==> src/rtl/game_flow_controller.sv <==
// Battleship game-flow controller: idle -> preparation -> attack -> end.
// Accepts or rejects attack pulses, tracks shots/hits and declares win or loss.
module game_flow_controller #(
  parameter int MAX_SHOTS = 15
) (
  input  logic       clk,
  input  logic       reset,
  input  logic       start_pulse,
  input  logic       attack_pulse,
  input  logic       attack_hit,
  input  logic       attack_repeat,
  input  logic       coord_valid,
  input  logic [5:0] ship_cells,
  output logic [1:0] game_state_code,
  output logic [4:0] shots_left,
  output logic [5:0] hits,
  output logic       win,
  output logic       lose,
  output logic       result_valid,
  output logic       result_hit
);

  localparam logic [1:0] ST_IDLE   = 2'b00;
  localparam logic [1:0] ST_PREP   = 2'b01;
  localparam logic [1:0] ST_ATTACK = 2'b10;
  localparam logic [1:0] ST_END    = 2'b11;

  localparam logic [4:0] LP_MAX_SHOTS = 5'(MAX_SHOTS);
  localparam logic [5:0] LP_HITS_MAX  = 6'd63;

  logic [1:0] r_state;
  logic [4:0] r_shots;
  logic [5:0] r_hits;
  logic [5:0] r_target;
  logic       r_win;
  logic       r_lose;
  logic       r_result_valid;
  logic       r_result_hit;

  logic [1:0] w_state_nxt;
  logic [4:0] w_shots_nxt;
  logic [5:0] w_hits_nxt;
  logic [5:0] w_target_nxt;
  logic       w_win_nxt;
  logic       w_lose_nxt;
  logic       w_result_valid_nxt;
  logic       w_result_hit_nxt;

  logic       w_accept;
  logic [4:0] w_shots_dec;
  logic [5:0] w_hits_inc;

  // Post-update counter values for an accepted attack; end evaluation uses these.
  always_comb begin
    w_accept    = (r_state == ST_ATTACK) & attack_pulse & coord_valid & ~attack_repeat;
    w_shots_dec = (r_shots == 5'd0) ? 5'd0 : r_shots - 5'd1;
    w_hits_inc  = (attack_hit && (r_hits != LP_HITS_MAX)) ? r_hits + 6'd1 : r_hits;
  end

  always_comb begin
    w_state_nxt        = r_state;
    w_shots_nxt        = r_shots;
    w_hits_nxt         = r_hits;
    w_target_nxt       = r_target;
    w_win_nxt          = r_win;
    w_lose_nxt         = r_lose;
    w_result_valid_nxt = 1'b0;
    w_result_hit_nxt   = r_result_hit;

    case (r_state)
      ST_IDLE: begin
        if (start_pulse) w_state_nxt = ST_PREP;
      end
      ST_PREP: begin
        if (start_pulse) begin
          w_shots_nxt  = LP_MAX_SHOTS;
          w_hits_nxt   = 6'd0;
          w_target_nxt = ship_cells;
          // An empty map is an immediate win.
          if (ship_cells == 6'd0) begin
            w_state_nxt = ST_END;
            w_win_nxt   = 1'b1;
          end else begin
            w_state_nxt = ST_ATTACK;
          end
        end
      end
      ST_ATTACK: begin
        if (w_accept) begin
          w_shots_nxt        = w_shots_dec;
          w_hits_nxt         = w_hits_inc;
          w_result_hit_nxt   = attack_hit;
          w_result_valid_nxt = 1'b1;
          // Final hit wins even when it also consumes the last shot.
          if (w_hits_inc == r_target) begin
            w_state_nxt = ST_END;
            w_win_nxt   = 1'b1;
          end else if (w_shots_dec == 5'd0) begin
            w_state_nxt = ST_END;
            w_lose_nxt  = 1'b1;
          end
        end
      end
      ST_END: begin
        if (start_pulse) begin
          w_state_nxt      = ST_IDLE;
          w_shots_nxt      = 5'd0;
          w_hits_nxt       = 6'd0;
          w_target_nxt     = 6'd0;
          w_win_nxt        = 1'b0;
          w_lose_nxt       = 1'b0;
          w_result_hit_nxt = 1'b0;
        end
      end
      default: begin
        w_state_nxt = ST_IDLE;
      end
    endcase
  end

  always_ff @(posedge clk) begin
    if (reset) begin
      r_state        <= ST_IDLE;
      r_shots        <= 5'd0;
      r_hits         <= 6'd0;
      r_target       <= 6'd0;
      r_win          <= 1'b0;
      r_lose         <= 1'b0;
      r_result_valid <= 1'b0;
      r_result_hit   <= 1'b0;
    end else begin
      r_state        <= w_state_nxt;
      r_shots        <= w_shots_nxt;
      r_hits         <= w_hits_nxt;
      r_target       <= w_target_nxt;
      r_win          <= w_win_nxt;
      r_lose         <= w_lose_nxt;
      r_result_valid <= w_result_valid_nxt;
      r_result_hit   <= w_result_hit_nxt;
    end
  end

  assign game_state_code = r_state;
  assign shots_left      = r_shots;
  assign hits            = r_hits;
  assign win             = r_win;
  assign lose            = r_lose;
  assign result_valid    = r_result_valid;
  assign result_hit      = r_result_hit;

endmodule
==> config.mk <==
export PLATFORM = sky130hd
export DESIGN_NAME = game_flow_controller
export DESIGN_NICKNAME = d
export VERILOG_FILES = /design/src/rtl/game_flow_controller.sv
export SDC_FILE = /design/constraint.sdc
export NUM_CORES = 1
export LEC_CHECK = 0
export CAP_MARGIN = 20
export CORE_AREA = 2 2 57 59
export CTS_CLUSTER_DIAMETER = 30
export DETAILED_ROUTE_END_ITERATION = 10
export DIE_AREA = 0 0 59 61
export GPL_ROUTABILITY_DRIVEN = 0
export PLACE_DENSITY = 0.82
export SLEW_MARGIN = 25
export SYNTH_ARGS = -nofsm -noshare
export SYNTH_HDL_FRONTEND = slang
export SYNTH_SLANG_ARGS = --single-unit
==> constraint.sdc <==
create_clock -name clk -period 4.02 [get_ports clk]
set_input_delay 0.603 -clock clk [delete_from_list [all_inputs] [get_ports clk]]
set_output_delay 0.603 -clock clk [all_outputs]
set_load 0.01 [all_outputs]
==> results summary <==
The clock-pin slew on the worst setup and hold paths came out at 0.13 ns. The clock power share is 10.9%. The xor and xnor area share after synthesis came out at 1.64%. The total CTS buffers is 3. The worst voltage drop across the vdd grid came out at 0.000306 V.

The number of non-filler instances in the completed layout came out at 258. The routed via count divided by cell count is 6.02. The internal portion of total power came out at 0.568 mW.

By area the synthesized netlist is led by sky130_fd_sc_hd__dfxtp_1, sky130_fd_sc_hd__nor2_1, sky130_fd_sc_hd__ha_1. The switching share of power came out at 43.9%. The post-detailed-route DRC marker count came out at 0. STA classifies the critical path endpoint as a flip-flop. The maximum buffer depth of the clock tree is 2. The region available for standard cell placement spans 2950 sq um.

Static timing analysis puts the maximum clock frequency at 0.358 GHz. The diode insertion count for antenna repair came out at 0. Setup violations remaining at the end of the flow were counted as 0. The routed wire length came out at 3.67 mm. The most instantiated flip-flop cell in the synthesis netlist is sky130_fd_sc_hd__dfxtp_1. The number of gates resized after CTS was 0. The number of synthesized register bits is 23.

The worst hold slack across all endpoints is 0.502 ns. The type of the worst setup path is in -> reg. The count of flip-flops with a built-in enable after synthesis is 0. The mean instance size in the synthesized netlist is 7.96 sq um. TritonCTS built the clock tree. The number of library cell types mapped by synthesis came out at 48. The final clock period utilization by the worst path is 69.5%.

The number of pins exceeding their max-slew limit in the final report is 0. The latest clock arrival within the worst-skew pair came out at 0.31 ns. After synthesis, the largest family of logic cells by area is simple AND/OR/NAND/NOR gates. The commonest cells after synthesis are sky130_fd_sc_hd__nor2_1, sky130_fd_sc_hd__dfxtp_1, sky130_fd_sc_hd__nand2_1. The cell type contributing the most total cell area after synthesis is sky130_fd_sc_hd__dfxtp_1. The cell area after synthesis came out at 1600 sq um.

The die area came out at 3600 sq um. The sum of negative setup slack came out at 0 ns. The effective utilization at floorplan came out at 54.2%.

The synthesized net count came out at 220. The synthesized netlist devotes 25.5% of its cell area to compound gates. The area growth from synthesis to final layout came out at 19.5%. The detailed placer's ending HPWL is 2.67 mm. The proportion of power drawn by combinational gates is 56.1%.

The power density relative to cell area came out at 530 nW/um^2. For the finished layout, the period the worst path requires is 2.79 ns. The number of design-rule violations left by the first detailed-router iteration is 48. The most numerous cell in the Yosys netlist is sky130_fd_sc_hd__nor2_1. The kind of launch point of the worst setup path is a primary input.

The first global-routing pass estimated 6.04 mm of wire. The minimum setup slack in the final design is 1.23 ns. After clock tree synthesis, the setup repair step added 0 buffers.

At the pin with the least slew margin, the transition time is 0.895 ns. The endpoint required time on the critical path came out at 4.24 ns. After detailed placement, the design holds a cell count of 254. The number of top-level pins is 30. Row generation in the floorplan step produced 20 rows. The leftover overflow at the end of global routing is 0. The via count of the first global-routing pass is 1338.

Setup repair after global routing left no endpoint under its margin. In this run the number of H-tree levels came out at 1. Synthesis handed over a netlist of 201 instances. The tightest min-delay check is of the reg -> reg type.

The filler cells instantiated in the layout total 266. The routed wire length per instance came out at 14.2 um. The number of vias in the routed layout came out at 1553. The clock drives 23 sinks. The horizontal die dimension is 59 um.

The count of buffers inserted at the top-level ports is 29. The flow ran to the end, and the final reports show no timing, DRC or antenna violations. The share of the synthesized area in the top cell type is 28.8%. The fraction of the mapped netlist area in adder cells came out at 5.32%. The count of nets left with antenna violations after detail routing came out at 0. The largest clock skew in the final design came out at 0.00397 ns. The largest fanout of any net on the critical path came out at 12. The net count of the finished layout is 245. The height of the die came out at 61 um. The tree is rooted in a sky130_fd_sc_hd__clkbuf_4. The final hold violation count is 0. The mux contribution to synthesized area is 3.83%. The largest net degree at the start of global routing came out at 26. The sequential area share after synthesis is 28.8%.

The detailed-router iteration count before antenna repair is 4. The switching power came out at 0.445 mW. The critical path data arrival time is 3.02 ns.

The worst slew slack as a fraction of its limit came out at 40.1%. The global routing usage summed across all routing layers came out at 22.0%. The sequential power share came out at 33.0%. The hold-fix buffer count after cts came out at 0. The Yosys step of the flow raised 0 warnings. Summing the areas of all and, or, nand and nor instances in the mapped netlist gives 29.5% of the synthesized area. The number of max-cap violations is 0.

The leakage power summed over all cells is 0.684 nW. Timing analysis after detailed placement gives a worst setup slack of 0.880 ns. Of all flip-flops after synthesis, the portion carrying an async set or reset was 0%.

The number of antenna violations at the first check in global routing is 0. The share of post-route cells with drive strength above 1 came out at 4.44%.
-- kinds of logic after synthesis --
logic type	Yosys count
and+or+nand+nor	90
AOI/OAI and AO/OA	52
DFF	23
buffers and inverters	20
adders and majority gates	7
muxes	6
xor gates and xnor gates	3
-- layer usage --
metal	global-route usage, %	up-vias	wire (um)
met5	0	-	0
met4	9.74	0	81
met3	2.77	9	130
met2	34.6	36	1650
met1	30.2	718	1810
li1	-	790	-
-- layout by cell type (no fill, tap or decap), types with 5 or more instances in the layout --
cell type,instances
sky130_fd_sc_hd__clkdlybuf4s50_1,29
sky130_fd_sc_hd__a21oi_1,14
sky130_fd_sc_hd__nor2_1,26
sky130_fd_sc_hd__a211oi_1,7
sky130_fd_sc_hd__ha_1,6
sky130_fd_sc_hd__a22oi_1,9
sky130_fd_sc_hd__nor3_1,11
sky130_fd_sc_hd__nand2_1,17
sky130_fd_sc_hd__inv_1,10
sky130_fd_sc_hd__nand3_1,7
sky130_fd_sc_hd__mux2i_1,5
sky130_fd_sc_hd__dfxtp_1,23
-- cell type report --
class                      count  area [sq um]  share of cell area (%)
clock buffer                   4          26.3                    1.37
sequential                    23           460                    24.1
inverter                      11          41.3                    2.16
multi-input combinational    158          1050                    55.0
timing repair buffer          29           290                    15.2
tap                           33          41.3                    2.16
-- flip-flops by register name (all words and copies together), names as in the netlist --
name,count
lose,1
hits,6
result_hit,1
win,1
game_state_code,2
result_valid,1
r_target,6
shots_left,5
-- power groups by stage --
stage / clock network, mW / registers (mW) / logic, mW
after floorplan: 0 / 0.344 / 0.390
after global placement: 0 / 0.339 / 0.555
after detailed placement: 0 / 0.339 / 0.561
after CTS: 0.115 / 0.335 / 0.565
after global routing: 0.123 / 0.343 / 0.630
final: 0.110 / 0.334 / 0.568
-- critical path, cell delays in order --
cell and delay [ns]:
sky130_fd_sc_hd__clkdlybuf4s50_1 0.68, sky130_fd_sc_hd__nand2_1 0.16, sky130_fd_sc_hd__or3_4 0.37, sky130_fd_sc_hd__a311oi_4 0.30, sky130_fd_sc_hd__nand4_4 0.18, sky130_fd_sc_hd__a2111oi_4 0.38
sky130_fd_sc_hd__mux2_1 0.34
-- path summary, 6_finish.rpt --
path	start	endpoint	slack, ns	cells after the start
max	attack_hit	win	1.23	7
min	shots_left[4]	shots_left[4]	0.50	2
max reg2reg	hits[0]	win	1.32	7
min reg2reg	shots_left[4]	shots_left[4]	0.50	2
-- per-stage QoR --
stage | area, sq um | power (mW) | utilization, %
global route | 1910 | 1.10 | 64.7
global placement | 1890 | 0.894 | 63.9
detailed placement | 1890 | 0.900 | 63.9
floorplan | 1600 | 0.734 | -
CTS | 1910 | 1.02 | 64.7
finish | 1910 | 1.01 | 64.7
No activity file was read; power rests on OpenSTA's default activity.
